$ cat src/rtl/galois_pow_inv_7_seq.sv
`default_nettype none
// ============================================================================
// Module   : galois_pow_inv_7_seq
// Purpose  : BN254 field exponentiation base^exponent by left-to-right
//            square-and-multiply on a borrowed request/ack field multiplier.
//            Macro GALOIS_POW_INV_7_CHECK_EN adds a y^7 == base self-check.
// Revision : 1.0 - initial release
// ============================================================================
module galois_pow_inv_7_seq #(
    parameter int N_BITS = 254
) (
    input  logic              clk,
    input  logic              rst_n,
    input  logic              start,
    input  logic [N_BITS-1:0] base,
    input  logic [N_BITS-1:0] exponent,
    output logic              busy,
    output logic [N_BITS-1:0] result,
    output logic              ready,
    output logic              mul_req,
    output logic [N_BITS-1:0] mul_a,
    output logic [N_BITS-1:0] mul_b,
    input  logic              mul_ack,
    input  logic [N_BITS-1:0] mul_p,
    output logic              check_err
);

    localparam int                 C_IDX_W   = (N_BITS > 1) ? $clog2(N_BITS) : 1;
    localparam logic [C_IDX_W-1:0] C_IDX_TOP = C_IDX_W'(N_BITS - 1);
    localparam logic [N_BITS-1:0]  C_ONE     = N_BITS'(1);

    typedef enum logic [3:0] {
        S_IDLE      = 4'd0,
        S_SCAN      = 4'd1,
        S_SQ_WAIT   = 4'd2,
        S_MUL_WAIT  = 4'd3,
        S_DONE      = 4'd4
`ifdef GALOIS_POW_INV_7_CHECK_EN
        ,
        S_CHK_SQ    = 4'd5,
        S_CHK1_WAIT = 4'd6,
        S_CHK2_WAIT = 4'd7,
        S_CHK3_WAIT = 4'd8,
        S_CHK4_WAIT = 4'd9
`endif
    } state_t;

    // Where the main loop goes once bit 0 has been consumed
`ifdef GALOIS_POW_INV_7_CHECK_EN
    localparam state_t C_LOOP_EXIT = S_CHK_SQ;
`else
    localparam state_t C_LOOP_EXIT = S_DONE;
`endif

    state_t              r_state;
    logic [N_BITS-1:0]   r_base;
    logic [N_BITS-1:0]   r_exp;
    logic [N_BITS-1:0]   r_acc;
    logic [C_IDX_W-1:0]  r_idx;
    logic                r_started;

    logic                w_bit;
    logic                w_last;

    assign w_bit  = r_exp[r_idx];
    assign w_last = (r_idx == '0);

`ifdef GALOIS_POW_INV_7_CHECK_EN
    logic r_chk_fail;
    logic r_check_err;
    assign check_err = r_check_err;
`else
    assign check_err = 1'b0;
`endif

    always_ff @(posedge clk or negedge rst_n) begin
        if (!rst_n) begin
            r_state   <= S_IDLE;
            r_base    <= '0;
            r_exp     <= '0;
            r_acc     <= '0;
            r_idx     <= '0;
            r_started <= 1'b0;
            busy      <= 1'b0;
            ready     <= 1'b0;
            result    <= '0;
            mul_req   <= 1'b0;
            mul_a     <= '0;
            mul_b     <= '0;
`ifdef GALOIS_POW_INV_7_CHECK_EN
            r_chk_fail  <= 1'b0;
            r_check_err <= 1'b0;
`endif
        end else begin
            ready   <= 1'b0;
            mul_req <= 1'b0;
            case (r_state)
                S_IDLE: begin
                    if (start) begin
                        r_base    <= base;
                        r_exp     <= exponent;
                        r_idx     <= C_IDX_TOP;
                        r_acc     <= C_ONE;
                        r_started <= 1'b0;
                        busy      <= 1'b1;
`ifdef GALOIS_POW_INV_7_CHECK_EN
                        r_chk_fail  <= 1'b0;
                        r_check_err <= 1'b0;
`endif
                        r_state   <= S_SCAN;
                    end
                end

                S_SCAN: begin
                    if (r_started) begin
                        mul_req <= 1'b1;
                        mul_a   <= r_acc;
                        mul_b   <= r_acc;
                        r_state <= S_SQ_WAIT;
                    end else begin
                        // Leading bits cost one cycle each; the first set bit seeds acc
                        if (w_bit) begin
                            r_acc     <= r_base;
                            r_started <= 1'b1;
                        end
                        if (w_last) begin
                            r_state <= C_LOOP_EXIT;
                        end else begin
                            r_idx   <= r_idx - 1'b1;
                            r_state <= S_SCAN;
                        end
                    end
                end

                S_SQ_WAIT: begin
                    if (mul_ack) begin
                        r_acc <= mul_p;
                        if (w_bit) begin
                            mul_req <= 1'b1;
                            mul_a   <= mul_p;
                            mul_b   <= r_base;
                            r_state <= S_MUL_WAIT;
                        end else if (w_last) begin
                            r_state <= C_LOOP_EXIT;
                        end else begin
                            r_idx   <= r_idx - 1'b1;
                            r_state <= S_SCAN;
                        end
                    end
                end

                S_MUL_WAIT: begin
                    if (mul_ack) begin
                        r_acc <= mul_p;
                        if (w_last) begin
                            r_state <= C_LOOP_EXIT;
                        end else begin
                            r_idx   <= r_idx - 1'b1;
                            r_state <= S_SCAN;
                        end
                    end
                end

`ifdef GALOIS_POW_INV_7_CHECK_EN
                // acc holds y; the chain y2, y3, y6, y7 rides on mul_p
                S_CHK_SQ: begin
                    mul_req <= 1'b1;
                    mul_a   <= r_acc;
                    mul_b   <= r_acc;
                    r_state <= S_CHK1_WAIT;
                end

                S_CHK1_WAIT: begin
                    if (mul_ack) begin
                        mul_req <= 1'b1;
                        mul_a   <= mul_p;
                        mul_b   <= r_acc;
                        r_state <= S_CHK2_WAIT;
                    end
                end

                S_CHK2_WAIT: begin
                    if (mul_ack) begin
                        mul_req <= 1'b1;
                        mul_a   <= mul_p;
                        mul_b   <= mul_p;
                        r_state <= S_CHK3_WAIT;
                    end
                end

                S_CHK3_WAIT: begin
                    if (mul_ack) begin
                        mul_req <= 1'b1;
                        mul_a   <= mul_p;
                        mul_b   <= r_acc;
                        r_state <= S_CHK4_WAIT;
                    end
                end

                S_CHK4_WAIT: begin
                    if (mul_ack) begin
                        r_chk_fail <= (mul_p != r_base);
                        r_state    <= S_DONE;
                    end
                end
`endif

                S_DONE: begin
                    result  <= r_acc;
                    ready   <= 1'b1;
                    busy    <= 1'b0;
`ifdef GALOIS_POW_INV_7_CHECK_EN
                    r_check_err <= r_chk_fail;
`endif
                    r_state <= S_IDLE;
                end

                default: begin
                    r_state <= S_IDLE;
                end
            endcase
        end
    end

endmodule
`default_nettype wire

$ cat config.mk
export PLATFORM = sky130hd
export DESIGN_NAME = galois_pow_inv_7_seq
export DESIGN_NICKNAME = d
export VERILOG_FILES = /design/src/rtl/galois_pow_inv_7_seq.sv
export SDC_FILE = /design/constraint.sdc
export NUM_CORES = 2
export LEC_CHECK = 0
export ABC_AREA = 1
export CAP_MARGIN = 40
export CORE_AREA = 5 5 592 594
export CTS_BUF_LIST = sky130_fd_sc_hd__clkbuf_16
export DETAILED_ROUTE_END_ITERATION = 16
export DIE_AREA = 0 0 597 599
export PLACE_DENSITY_LB_ADDON = 0.1
export SLEW_MARGIN = 20
export SYNTH_ARGS = -nofsm -noshare
export SYNTH_HDL_FRONTEND = slang
export SYNTH_SLANG_ARGS = --single-unit
$ cat constraint.sdc
create_clock -name clk -period 3 [get_ports clk]
set_input_delay 0.9 -clock clk [delete_from_list [all_inputs] [get_ports clk]]
set_output_delay 0.9 -clock clk [all_outputs]
set_load 0.05 [all_outputs]
==> results.sh <==
export IMPL_slew_headroom_pct=15.8
export IMPL_first_pass_iters=8
export IMPL_crit_arrival_ns=2.16
export IMPL_regToRegSetupSlack_ns=-0.04
export IMPL_hpwl_mm=301
export IMPL_cpLargestDelayFamily="buffers and inverters"
export IMPL_fmaxAchievable_ghz=0.326
export IMPL_synthSimpleGateAreaFrac_pct=33.1
export IMPL_crit_chain="clkdlybuf4s50_1"
export IMPL_fin_util_pct=29.0
export IMPL_reg2reg_from="r_idx[0]"
export IMPL_yosys_mux_area_fraction_pct=0
export IMPL_synth_distinct_cells=30
export IMPL_worstHoldPathType="reg2reg"
export IMPL_path_max_fanout=2
export IMPL_end_kind="primary output"
export IMPL_cts_clk_slew_worst_paths_ns=0.06
export IMPL_grt_usage_pct=22.0
export IMPL_via_per_inst=4.45
export IMPL_die_x_um=597
export IMPL_insertion_delay_ns=0.89
export IMPL_synth_top_family_by_area="simple AND/OR/NAND/NOR gates"
export IMPL_cts_buffer_depth=4
export IMPL_grt_pass1_wl_mm=562
export IMPL_synth_compound_area_share_pct=5.69
export IMPL_clkPwrFrac_pct=19.2
export IMPL_seqPwrFrac_pct=29.6
export IMPL_violations="negative setup slack"
export IMPL_drc=0
export IMPL_startpoint_type="flip-flop"
export IMPL_grt_setup_unrepaired="yes"
export IMPL_synth_xor_area_share_pct=0
export IMPL_irDropWorstVdd_v=0.000567
export IMPL_wire_per_inst_um=27.5
export IMPL_crit_slowest_cell="clkdlybuf4s50_1"
export IMPL_switching_share_pct=47.8
export IMPL_num_rows=216
export IMPL_mostFrequentLayoutCells="nand2_1, dfrtp_1, clkdlybuf4s50_1"
export IMPL_dpl_cell_count=14520
export IMPL_fin_crit_ns=3.06
export IMPL_antenna_found_initial=132
export IMPL_grt_overflow=0
export IMPL_syn2layout_area_growth_pct=47.2
export IMPL_clock_skew_ns=0.0726
export IMPL_netSwitchingPower_uw=56200
export IMPL_p_per_area_mw_per_mm2=1180
export IMPL_grt_pass1_vias=68042
export IMPL_tightest_slew_ns=1.26
export IMPL_final_common_cell="nand2_1"
export IMPL_combPwrFrac_pct=51.1
export IMPL_vias=66807
export IMPL_htreeDepth=4
export IMPL_p_leak_uw=0.0508
export IMPL_yosysWarningCount=0
export IMPL_critPathKind="reg2out"
export IMPL_timing_final_crit_share_pct=102
export IMPL_drtAntennaViolNets=0
export IMPL_gp_congestion=0.869
export IMPL_fp_dieH_um=599
export IMPL_io_buffers=1530
export IMPL_ioPinCount=1532
export IMPL_critPathLaunch="mul_b[120]"
export IMPL_detail_route_wirelength_mm=412
export IMPL_syn_nets=9423
export IMPL_coreArea_mm2=0.345
export IMPL_final_cells=15015
export IMPL_hold_viol=0
export IMPL_slowest_delay_ns=0.85
export IMPL_ys_ff_latch=1539
export IMPL_clock_root_buffer="clkbuf_16"
export IMPL_slew_viol_final=0
export IMPL_status="complete, but fails checks"
export IMPL_clkSinkCount=1539
export IMPL_worst_path_buf_inv=1
export IMPL_seq_area_frac_synth_pct=56.7
export IMPL_setup_slack_ns=-0.0640
export IMPL_initialDrtViolationCount=5111
export IMPL_cap_violations=0
export IMPL_setup_viol=202
export IMPL_hold_depth=2
export IMPL_synthAdderAreaFrac_pct=0.0184
export IMPL_holdCritStartpoint="result[120]"
export IMPL_num_nets_final=11019
export IMPL_start_util_pct=19.7
export IMPL_hold_path_endpoint="result[120]"
export IMPL_cts_tree="built"
export IMPL_synth_avg_cell_area_um2=7.85
export IMPL_required_ns=2.10
export IMPL_numCtsBuffers=197
export IMPL_grt_max_degree=113
export IMPL_hold_slack_ns=0.466
export IMPL_drive_gt1_share_pct=10.3
export IMPL_die_area_mm2=0.358
export IMPL_ff2ff_path_depth=21
export IMPL_syn_inst=8656
export IMPL_syn_cell_area_mm2=0.0680
export IMPL_timing_rr_end="mul_a[156]"
export IMPL_p_int_uw=61400
-- through the flow --
| step | cell area, µm² | setup WS, ns | TNS (ns) | total power, µW |
|---|---|---|---|---|
| after floorplan | 68000 | 0.573 | 0 | 63900 |
| after global placement | 90400 | -0.275 | -131.70 | 89900 |
| after detailed placement | 90500 | -0.237 | -97.19 | 90000 |
| after CTS | 98500 | -0.164 | -52.08 | 117000 |
| after global routing | 100000 | -0.186 | -90.00 | 125000 |
| final | 100000 | -0.0640 | -3.08 | 118000 |
-- logic make-up after synthesis --
kind of cell,count (synthesis)
compound gates,644
simple gates,5763
flops,1539
fa+ha+maj,1
other cells,1
buf+inv,708
-- flip-flops by register name, indices dropped and copies added (netlist names) --
signal     count
mul_req        1
busy           1
r_started      1
r_exp        254
mul_b        254
r_state        3
r_base       254
r_idx          8
ready          1
result       254
r_acc        254
mul_a        254
-- power groups by stage --
stage / clock network [µW] / logic, µW / registers [µW]
6_report: 22600 / 60100 / 34800
5_1_grt: 24100 / 65100 / 35600
4_1_cts: 23400 / 59300 / 34800
3_5_place_dp: 0 / 55000 / 35000
3_3_place_gp: 0 / 54800 / 35100
2_1_floorplan: 0 / 22300 / 41600
-- area by class of cell --
type / count / area [µm²]
fillers: 37243 / 245000
multi-input cells: 6409 / 27500
clock inverters: 142 / 825
well taps: 4578 / 5730
clock buffers: 203 / 5080
flip-flops and latches: 1539 / 38500
repair buffers: 1985 / 21800
diodes: 39 / 97.6
inverters: 120 / 495
-- worst max path at each step --
stage | end | slack [ns] | cells after the start
5_1_grt | mul_b[42] | -0.19 | 23
4_1_cts | mul_b[120] | -0.16 | 1
2_1_floorplan | r_idx[0] | 0.57 | 19
3_3_place_gp | mul_a[194] | -0.27 | 18
3_5_place_dp | mul_a[195] | -0.24 | 18
6_report | mul_b[120] | -0.06 | 1
-- routing by layer --
layer / GRT usage, % / routed length (µm)
met1: 27.4 / 170000
met2: 37.3 / 199000
met3: 5.27 / 27600
met4: 7.17 / 15000
met5: 0 / 647
-- synth_stat cells --
master     instances  share of area, %
o221ai_1           1             0.013
nor3_1             1            0.0074
inv_2              3             0.017
clkbuf_1         408               2.3
buf_8              5              0.11
nand2_1         4926                27
or2_2              1            0.0092
nand3_4            1             0.026
inv_1            115              0.64
conb_1             1            0.0055
buf_2            125              0.92
nor2_1           156              0.86
buf_1              6             0.033
clkinv_1           1            0.0055
clkbuf_4           1             0.011
buf_4             38              0.42
ha_1               1             0.018
clkbuf_8           2             0.041
a21oi_1            6             0.044
dfrtp_1         1539                57
buf_6              3             0.050
o21ai_1            8             0.059
nand2_2            2             0.018
o2111ai_1          1             0.013
o22ai_1            1            0.0092
o21ai_0          374               2.8
nand3_1          667               4.9
nand4_1            9             0.083
inv_4              1            0.0092
a22oi_1          253               2.8
-- timing repair --
| item | 4_1_cts | 5_1_grt |
|---|---|---|
| gates resized for setup | 422 | 278 |
| cloned | 44 | 23 |
| pin swaps | 28 | 74 |
| hold buffers | 1 | 0 |
| setup endpoints to repair | 1403 | 1195 |
| hold endpoints to repair | 7 | 0 |
| buffers inserted | 41 | 11 |
-- worst reg2reg max path: stages, from the launching register on --
cell	delay, ns
dfrtp_4	0.59
inv_8	0.14
buf_12	0.15
buf_12	0.12
buf_16	0.10
nand2_1	0.06
nand3_2	0.07
nand3_2	0.09
nand2_2	0.10
nand2_2	0.05
nand3_2	0.08
nand3_4	0.08
nand2_4	0.10
nand3_4	0.11
nand2_4	0.11
nand3_4	0.12
buf_6	0.18
buf_12	0.12
buf_16	0.15
clkbuf_16	0.31
nand3_1	0.08
nand2_2	0.06
Power figures use the tool's default switching activity.
